### config.mk
export PLATFORM = sky130hd
export DESIGN_NAME = multicycle_main_control
export DESIGN_NICKNAME = d
export VERILOG_FILES = /design/src/rtl/multicycle_main_control.sv
export SDC_FILE = /design/constraint.sdc
export NUM_CORES = 1
export LEC_CHECK = 0
export ABC_AREA = 1
export ABC_CLOCK_PERIOD_IN_PS = 3100
export CAP_MARGIN = 30
export CORE_MARGIN = 2
export CORE_UTILIZATION = 40
export DETAILED_ROUTE_END_ITERATION = 7
export HOLD_SLACK_MARGIN = 0.05
export PLACE_DENSITY = 0.73
export SYNTH_ARGS = -nofsm -noshare
export SYNTH_HDL_FRONTEND = slang
export SYNTH_SLANG_ARGS = --single-unit
### constraint.sdc
create_clock -name clk -period 3.1 [get_ports clk]
set_input_delay 0.465 -clock clk [delete_from_list [all_inputs] [get_ports clk]]
set_output_delay 0.465 -clock clk [all_outputs]
set_load 0.1 [all_outputs]
### src/rtl/multicycle_main_control.sv
// rtl/multicycle_main_control.sv - multicycle RV32I main control FSM with memory handshake and retire counter
module multicycle_main_control #(
    parameter int CNT_W = 32
) (
    input  logic             clk,
    input  logic             rst_n,
    input  logic [6:0]       opcode,
    input  logic             mem_ready,
    output logic [1:0]       ALUop,
    output logic             ALUSrcA,
    output logic [1:0]       ALUSrcB,
    output logic             IorD,
    output logic             MemRead,
    output logic             MemWrite,
    output logic             IRWrite,
    output logic             PCWrite,
    output logic             PCWriteCond,
    output logic             PCSource,
    output logic             RegWrite,
    output logic             MemtoReg,
    output logic             illegal_op,
    output logic [CNT_W-1:0] retired,
    output logic [3:0]       state_dbg
);

    localparam logic [3:0] S_FETCH  = 4'd0;
    localparam logic [3:0] S_DECODE = 4'd1;
    localparam logic [3:0] S_MEMADR = 4'd2;
    localparam logic [3:0] S_MEMRD  = 4'd3;
    localparam logic [3:0] S_MEMWB  = 4'd4;
    localparam logic [3:0] S_MEMWR  = 4'd5;
    localparam logic [3:0] S_EXEC   = 4'd6;
    localparam logic [3:0] S_ALUWB  = 4'd7;
    localparam logic [3:0] S_BRANCH = 4'd8;

    localparam logic [6:0] OP_RTYPE = 7'b0110011;
    localparam logic [6:0] OP_LW    = 7'b0000011;
    localparam logic [6:0] OP_SW    = 7'b0100011;
    localparam logic [6:0] OP_BEQ   = 7'b1100011;

    logic [3:0]       r_state;
    logic [3:0]       w_next;
    logic             r_illegal;
    logic [CNT_W-1:0] r_retired;
    logic             w_retire;
    logic             w_illegal;

    always_comb begin
        w_next    = S_FETCH;
        w_illegal = 1'b0;
        case (r_state)
            S_FETCH:  w_next = mem_ready ? S_DECODE : S_FETCH;
            S_DECODE: begin
                case (opcode)
                    OP_LW, OP_SW: w_next = S_MEMADR;
                    OP_RTYPE:     w_next = S_EXEC;
                    OP_BEQ:       w_next = S_BRANCH;
                    default: begin
                        w_next    = S_FETCH;
                        w_illegal = 1'b1;
                    end
                endcase
            end
            S_MEMADR: w_next = (opcode == OP_LW) ? S_MEMRD : S_MEMWR;
            S_MEMRD:  w_next = mem_ready ? S_MEMWB : S_MEMRD;
            S_MEMWB:  w_next = S_FETCH;
            S_MEMWR:  w_next = mem_ready ? S_FETCH : S_MEMWR;
            S_EXEC:   w_next = S_ALUWB;
            S_ALUWB:  w_next = S_FETCH;
            S_BRANCH: w_next = S_FETCH;
            default:  w_next = S_FETCH;
        endcase
    end

    assign w_retire = (r_state == S_MEMWB) || (r_state == S_ALUWB) ||
                      (r_state == S_BRANCH) || ((r_state == S_MEMWR) && mem_ready);

    always_ff @(posedge clk or negedge rst_n) begin
        if (!rst_n) begin
            r_state   <= S_FETCH;
            r_illegal <= 1'b0;
            r_retired <= '0;
        end else begin
            r_state <= w_next;
            if (w_illegal) begin
                r_illegal <= 1'b1;
            end
            if (w_retire) begin
                r_retired <= r_retired + CNT_W'(1);
            end
        end
    end

    // Moore decode; reset gating keeps every request low the instant rst_n falls.
    always_comb begin
        ALUop       = 2'b00;
        ALUSrcA     = 1'b0;
        ALUSrcB     = 2'b00;
        IorD        = 1'b0;
        MemRead     = 1'b0;
        MemWrite    = 1'b0;
        IRWrite     = 1'b0;
        PCWrite     = 1'b0;
        PCWriteCond = 1'b0;
        PCSource    = 1'b0;
        RegWrite    = 1'b0;
        MemtoReg    = 1'b0;
        if (rst_n) begin
            case (r_state)
                S_FETCH: begin
                    MemRead = 1'b1;
                    ALUSrcB = 2'b01;
                    IRWrite = mem_ready;
                    PCWrite = mem_ready;
                end
                S_DECODE: ALUSrcB = 2'b11;
                S_MEMADR: begin
                    ALUSrcA = 1'b1;
                    ALUSrcB = 2'b10;
                end
                S_MEMRD: begin
                    MemRead = 1'b1;
                    IorD    = 1'b1;
                end
                S_MEMWB: begin
                    RegWrite = 1'b1;
                    MemtoReg = 1'b1;
                end
                S_MEMWR: begin
                    MemWrite = 1'b1;
                    IorD     = 1'b1;
                end
                S_EXEC: begin
                    ALUSrcA = 1'b1;
                    ALUop   = 2'b10;
                end
                S_ALUWB: RegWrite = 1'b1;
                S_BRANCH: begin
                    ALUSrcA     = 1'b1;
                    ALUop       = 2'b01;
                    PCWriteCond = 1'b1;
                    PCSource    = 1'b1;
                end
                default: ;
            endcase
        end
    end

    assign illegal_op = r_illegal;
    assign retired    = r_retired;
    assign state_dbg  = r_state;

endmodule

==> results of run 1 <==
==> area by class of cell <==
cell class                 instances  area, um2  area share (%)
sequential                        37      925.9           29.09
clock buffer                       5      68.82           2.162
clock inverter                     3      65.06           2.044
tap                               72      90.09           2.830
multi-input combinational        250       1170           36.75
timing repair buffer              62      645.6           20.28
inverter                          58      217.7           6.840
==> metrics by stage <==
stage	hold WS, ns	std cells	power [mW]
CTS	0.1720	487	1.390
floorplan	0.1694	352	0.7992
finish	0.1660	487	1.376
global placement	0.4747	479	0.8910
detailed placement	0.4686	479	0.8965
global route	0.1795	487	1.438
==> cell usage after synthesis (all sizes together) <==
| library cell | number |
|---|---|
| nand2 | 117 |
| nor2 | 64 |
| inv | 57 |
| dfrtp | 37 |
| nand3 | 28 |
| nand4 | 15 |
| xnor2 | 12 |
| buf | 7 |
| a21oi | 4 |
| o21ai | 3 |
| nor3 | 2 |
| xor2 | 2 |
| clkinv | 1 |
| ha | 1 |
| nor4 | 1 |
| o21bai | 1 |
==> layout by cell type, fill, tap and decap left out, types with 5 or more instances in the layout <==
cell type,netlist,routed
buf_12,0,13
buf_4,3,40
clkbuf_8,0,5
clkdlybuf4s50_1,0,8
dfrtp_1,37,37
inv_1,57,57
nand2_1,115,115
nand3_1,26,26
nand4_1,15,15
nor2_1,60,55
nor2_2,4,9
xnor2_1,12,12
==> logic make-up (layout without fill, tap and decap cells) <==
family	Yosys count	count (layout)	share of synthesized area (%)
AND/OR/NAND/NOR	227	227	40.93
buffers and inverters	65	128	12.13
flip-flops	37	37	39.38
XOR/XNOR	14	14	5.216
AO/OA/AOI/OAI	8	8	1.809
adder cells (fa/ha/maj)	1	1	0.5321
==> layer usage <==
layer	vias up	track usage (%)	share of wire, %
li1	1198	-	-
met4	0	6.441	1.6
met5	-	0	0
met3	7	3.820	5.4
met2	60	30.58	47
met1	1098	24.70	46
==> power groups by stage <==
stage	Combinational (mW)	Clock, mW	Sequential (mW)
2_1_floorplan	0.104	0	0.695
3_3_place_gp	0.350	0	0.541
3_5_place_dp	0.354	0	0.542
4_1_cts	0.355	0.503	0.533
5_1_grt	0.373	0.528	0.536
6_report	0.352	0.492	0.532
==> critical path, stage by stage (launching register included) <==
cell and delay (ns):
dfrtp_1 0.46, nor2_1 0.33, nand3_1 0.16, nor2_2 0.25, buf_12 0.21
==> worst min-delay path by stage <==
stage / end / slack (ns)
6_report: retired[23] / 0.17
4_1_cts: retired[23] / 0.17
2_1_floorplan: illegal_op / 0.17
5_1_grt: retired[20] / 0.18
3_5_place_dp: illegal_op / 0.47
3_3_place_gp: illegal_op / 0.47
==> state kept, by name (all words and copies together) (netlist names) <==
name,flops
state_dbg,4
illegal_op,1
retired,32
==> flow_metrics.env, run 1 <==
export IMPL_slew_violations=0
export IMPL_postLayoutCellArea_um2=3183
export IMPL_drt_wl_total_um=5747
export IMPL_drc=0
export IMPL_gp_congestion=0.8572
export IMPL_crit_start="state_dbg[3]"
export IMPL_leakage_nw=1.676
export IMPL_synth_top_area_share_pct=39.38
export IMPL_clock_tree_buffer_depth=2
export IMPL_p_per_area_nw_per_um2=432.4
export IMPL_setup_viol=0
export IMPL_fill_cells=542
export IMPL_die_h_um=80.67
export IMPL_cts_buffers=5
export IMPL_synth_seq_area_share_pct=39.38
export IMPL_r2r_start="state_dbg[1]"
export IMPL_cts_hold_buffers=0
export IMPL_antenna_found_initial=0
export IMPL_synthCells=352
export IMPL_worstPathRequired_ns=2.63
export IMPL_maxCapViolCount=0
export IMPL_rsz0062_at_grt="false"
export IMPL_slew_limit_headroom_pct=65.17
export IMPL_cts_sinks=37
export IMPL_power_frac_comb_pct=25.6
export IMPL_synth_area_um2=2351
export IMPL_nets=425
export IMPL_cts_resized=0
export IMPL_crit_end="IRWrite"
export IMPL_cp_max_fo=6
export IMPL_grt_first_pass_wirelength_um=9487
export IMPL_clk_pin_slew_ns=0.07
export IMPL_outcome="finished, final reports clean"
export IMPL_drt_iter0_drc=127
export IMPL_r2r_end="retired[23]"
export IMPL_grt_pass1_vias=2141
export IMPL_preCtsSetupSlack_ns=1.028
export IMPL_synth_seq_cells=37
export IMPL_dp_hpwl_um=4487
export IMPL_ctsHtreeMaxLevel=2
export IMPL_yosysWarnings=0
export IMPL_yosys_top_cells_area="dfrtp_1 39%, nand2_1 18%, nor2_1 9.6%, inv_1 9.1%, nand3_1 5.5%"
export IMPL_switching_share_pct=34.21
export IMPL_hp_class="input pin to asynchronous set/reset pin"
export IMPL_max_freq_ghz=0.4606
export IMPL_start_util_pct=41.92
export IMPL_firstDrtPassIters=4
export IMPL_setup_worst_path_end_class="output port"
export IMPL_dieArea_um2=6507
export IMPL_reg2reg_slack_ns=1.34
export IMPL_detail_route_antenna_nets=0
export IMPL_num_rows=27
export IMPL_final_util_pct=56.76
export IMPL_reg2regPathDepth=9
export IMPL_overflow=0
export IMPL_synth_top_area_cell="dfrtp_1"
export IMPL_worst_ep_arrival_time_ns=1.71
export IMPL_hold_viol=0
export IMPL_worstSetupPathType="register to output port"
export IMPL_io_pins=61
export IMPL_postPlaceCellArea_um2=3049
export IMPL_routedWlPerCell_um=11.80
export IMPL_worstMarginPinSlew_ns=0.5225
export IMPL_cts_tree="done"
export IMPL_viasPerCell=4.852
export IMPL_via_count=2363
export IMPL_netSwitchingPower_mw=0.4708
export IMPL_grt_max_degree=51
export IMPL_syn2layout_area_growth_pct=35.39
export IMPL_pwr_share_clk_pct=35.8
export IMPL_drive_gt1_share_pct=19.04
export IMPL_internal_power_mw=0.9055
export IMPL_syn_area_per_cell_um2=6.679
export IMPL_portBuffers=60
export IMPL_ir_worst_vdd_mv=0.3914
export IMPL_n_antenna_cell=0
export IMPL_fin_crit_ns=2.171
export IMPL_core_area_um2=5608
export IMPL_finalClockSkew_ns=0.008763
export IMPL_clk_latency_ns=0.29
export IMPL_postCtsSetupBuffers=0
export IMPL_syn_num_nets=363
export IMPL_critical_path_startpoint_type="register"
export IMPL_period_share_pct=70.03
export IMPL_fin_ws_ns=0.9290
export IMPL_grtUsageTotal_pct=18.77
export IMPL_cts_root_buf="clkbuf_8"
export IMPL_pwr_share_seq_pct=38.7
export IMPL_ys_types=21
export IMPL_die_w_um=80.67
export IMPL_finalSetupTns_ns=0
(Power assumes the default switching activity.)
==> run 2, diff against run 1 <==
Settings changed: ABC_CLOCK_PERIOD_IN_PS 3100 to 2200.
Clock period 3.1 ns to 2.2 ns, I/O delays scaled along.
==> run 2 against run 1 <==
Against the previous run: non-clock buffer count is 2 higher; global-route usage rose by 1.0 points; sequential power grew 42%; clock power up 5.3%; sequential share of layout area is 0.22 points lower; critical endpoint is now PCWriteCond; largest power group unchanged; highest routed layer unchanged.
==> flow_metrics.env, run 2 (synthesis results as in run 1) <==
export IMPL_max_freq_ghz=0.5167
export IMPL_postCtsSetupBuffers=0
export IMPL_n_antenna_cell=0
export IMPL_detail_route_antenna_nets=0
export IMPL_rsz0062_at_grt="false"
export IMPL_reg2regPathDepth=9
export IMPL_worstSetupPathType="register to output port"
export IMPL_routedWlPerCell_um=11.98
export IMPL_leakage_nw=1.672
export IMPL_die_h_um=80.67
export IMPL_path_buf_inv=1
export IMPL_netSwitchingPower_mw=0.6656
export IMPL_period_share_pct=87.97
export IMPL_gp_congestion=0.9006
export IMPL_fin_ws_ns=0.2646
export IMPL_firstDrtPassIters=5
export IMPL_drt_iter0_drc=129
export IMPL_mostFrequentLayoutCells="115 x nand2_1, 57 x inv_1, 51 x nor2_1, 40 x buf_4, 33 x dfrtp_1"
export IMPL_ctsHtreeMaxLevel=2
export IMPL_viasPerCell=4.857
export IMPL_cts_resized=0
export IMPL_worstMarginPinSlew_ns=0.5839
export IMPL_worstPathRequired_ns=1.87
export IMPL_hold_ws_ns=0.1647
export IMPL_preCtsSetupSlack_ns=0.2921
export IMPL_setup_worst_path_end_class="output port"
export IMPL_finalClockSkew_ns=0.005333
export IMPL_die_w_um=80.67
export IMPL_clk_latency_ns=0.29
export IMPL_syn2layout_area_growth_pct=38.64
export IMPL_clock_tree_buffer_depth=2
export IMPL_overflow=0
export IMPL_path_cells="nor2_1, nand3_2, nor2_4, buf_12"
export IMPL_start_util_pct=41.92
export IMPL_antenna_found_initial=0
export IMPL_fill_cells=527
export IMPL_reg2reg_slack_ns=0.33
export IMPL_critical_path_startpoint_type="register"
export IMPL_cts_hold_buffers=1
export IMPL_maxCapViolCount=0
export IMPL_io_pins=61
export IMPL_cts_tree="done"
export IMPL_crit_family="simple AND/OR/NAND/NOR gates"
export IMPL_internal_power_mw=1.118
export IMPL_layout_commonest_cell="nand2_1"
export IMPL_setup_viol=0
export IMPL_largest_reg_flops=32
export IMPL_cts_sinks=37
export IMPL_worst_ep_arrival_time_ns=1.61
export IMPL_portBuffers=60
export IMPL_slowest_delay_ns=0.51
export IMPL_slew_limit_headroom_pct=60.95
export IMPL_outcome="finished, final reports clean"
export IMPL_multi_input_area_um2=1234
export IMPL_ir_worst_vdd_mv=0.6365
export IMPL_slew_violations=0
export IMPL_seq_area_um2=940.9
export IMPL_num_rows=27
export IMPL_dp_hpwl_um=4646
export IMPL_p_per_area_nw_per_um2=547.1
export IMPL_pwr_share_seq_pct=42.3
export IMPL_via_count=2375
export IMPL_pwr_share_clk_pct=29.0
export IMPL_grtUsageTotal_pct=19.78
export IMPL_switching_share_pct=37.32
export IMPL_crit_slowest_cell="dfrtp_4"
export IMPL_power_frac_comb_pct=28.7
export IMPL_hp_class="input pin to asynchronous set/reset pin"
export IMPL_cp_max_fo=7
export IMPL_cts_root_buf="clkbuf_8"
export IMPL_grt_pass1_vias=2224
export IMPL_r2r_start="state_dbg[1]"
export IMPL_nets=427
export IMPL_drt_wl_total_um=5860
export IMPL_cts_buffers=5
export IMPL_core_area_um2=5608
export IMPL_grt_max_degree=51
export IMPL_drc=0
export IMPL_clk_pin_slew_ns=0.07
export IMPL_finalPower_mw=1.783
export IMPL_drive_gt1_share_pct=21.10
export IMPL_instances_no_fill=489
export IMPL_grt_first_pass_wirelength_um=10090
export IMPL_dp_cells=480
export IMPL_hold_viol=0
export IMPL_r2r_end="retired[25]"
export IMPL_fin_crit_ns=1.935
export IMPL_dieArea_um2=6507
[run 2: cell types whose count changed in the layout (fill, tap and decap cells not counted), moves of 2 or more]
cell       change
nor2_4         +6
dfrtp_1        -4
dfrtp_4        +4
nor2_1         -4
bufinv_16      -2
clkbuf_8       +2
nor2_2         -2
[run 2: how the worst max path moves through the flow]
| stage | to | cells past startpoint | slack [ns] | start |
|---|---|---|---|---|
| global route | retired[30] | 9 | 0.11 | state_dbg[1] |
| CTS | PCWriteCond | 4 | 0.25 | state_dbg[1] |
| global placement | retired[24] | 7 | 0.38 | mem_ready |
| finish | PCWriteCond | 4 | 0.26 | state_dbg[1] |
| floorplan | MemtoReg | 2 | -0.1 | rst_n |
| detailed placement | retired[25] | 7 | 0.29 | mem_ready |
[run 2: metal layers]
| layer | track usage, % | part of all wire (%) |
|---|---|---|
| met1 | 27.14 | 46 |
| met2 | 32.42 | 47 |
| met3 | 3.933 | 5.3 |
| met4 | 3.898 | 0.87 |
| met5 | 0 | 0 |
[run 2: worst min-delay path, delay by kind of cell]
family                 cells  cell delay (ns)
buffers and inverters      3             0.52
[run 2: final cells by class]
cell class                      instances  area share [%]
Inverter                               58           6.679
Tap cell                               72           2.764
Clock buffer                            7           2.956
Multi-Input combinational cell        250           37.85
Clock inverter                          1          0.1536
Timing Repair Buffer                   64           20.73
Sequential cell                        37           28.87
[run 2: power groups by stage]
stage | combinational (mW) | sequential (mW) | clock (mW)
2_1_floorplan | 0.158 | 0.982 | 0
3_3_place_gp | 0.508 | 0.764 | 0
3_5_place_dp | 0.515 | 0.768 | 0
4_1_cts | 0.517 | 0.754 | 0.536
5_1_grt | 0.543 | 0.759 | 0.568
6_report | 0.512 | 0.754 | 0.518
[run 2: through the flow]
stage	setup TNS, ns	util (%)	cell area (um2)
floorplan	-0.09921	-	2480
global placement	0	56.14	3148
detailed placement	0	56.14	3148
CTS	0	58.12	3259
global route	0	58.12	3259
finish	0	58.12	3259
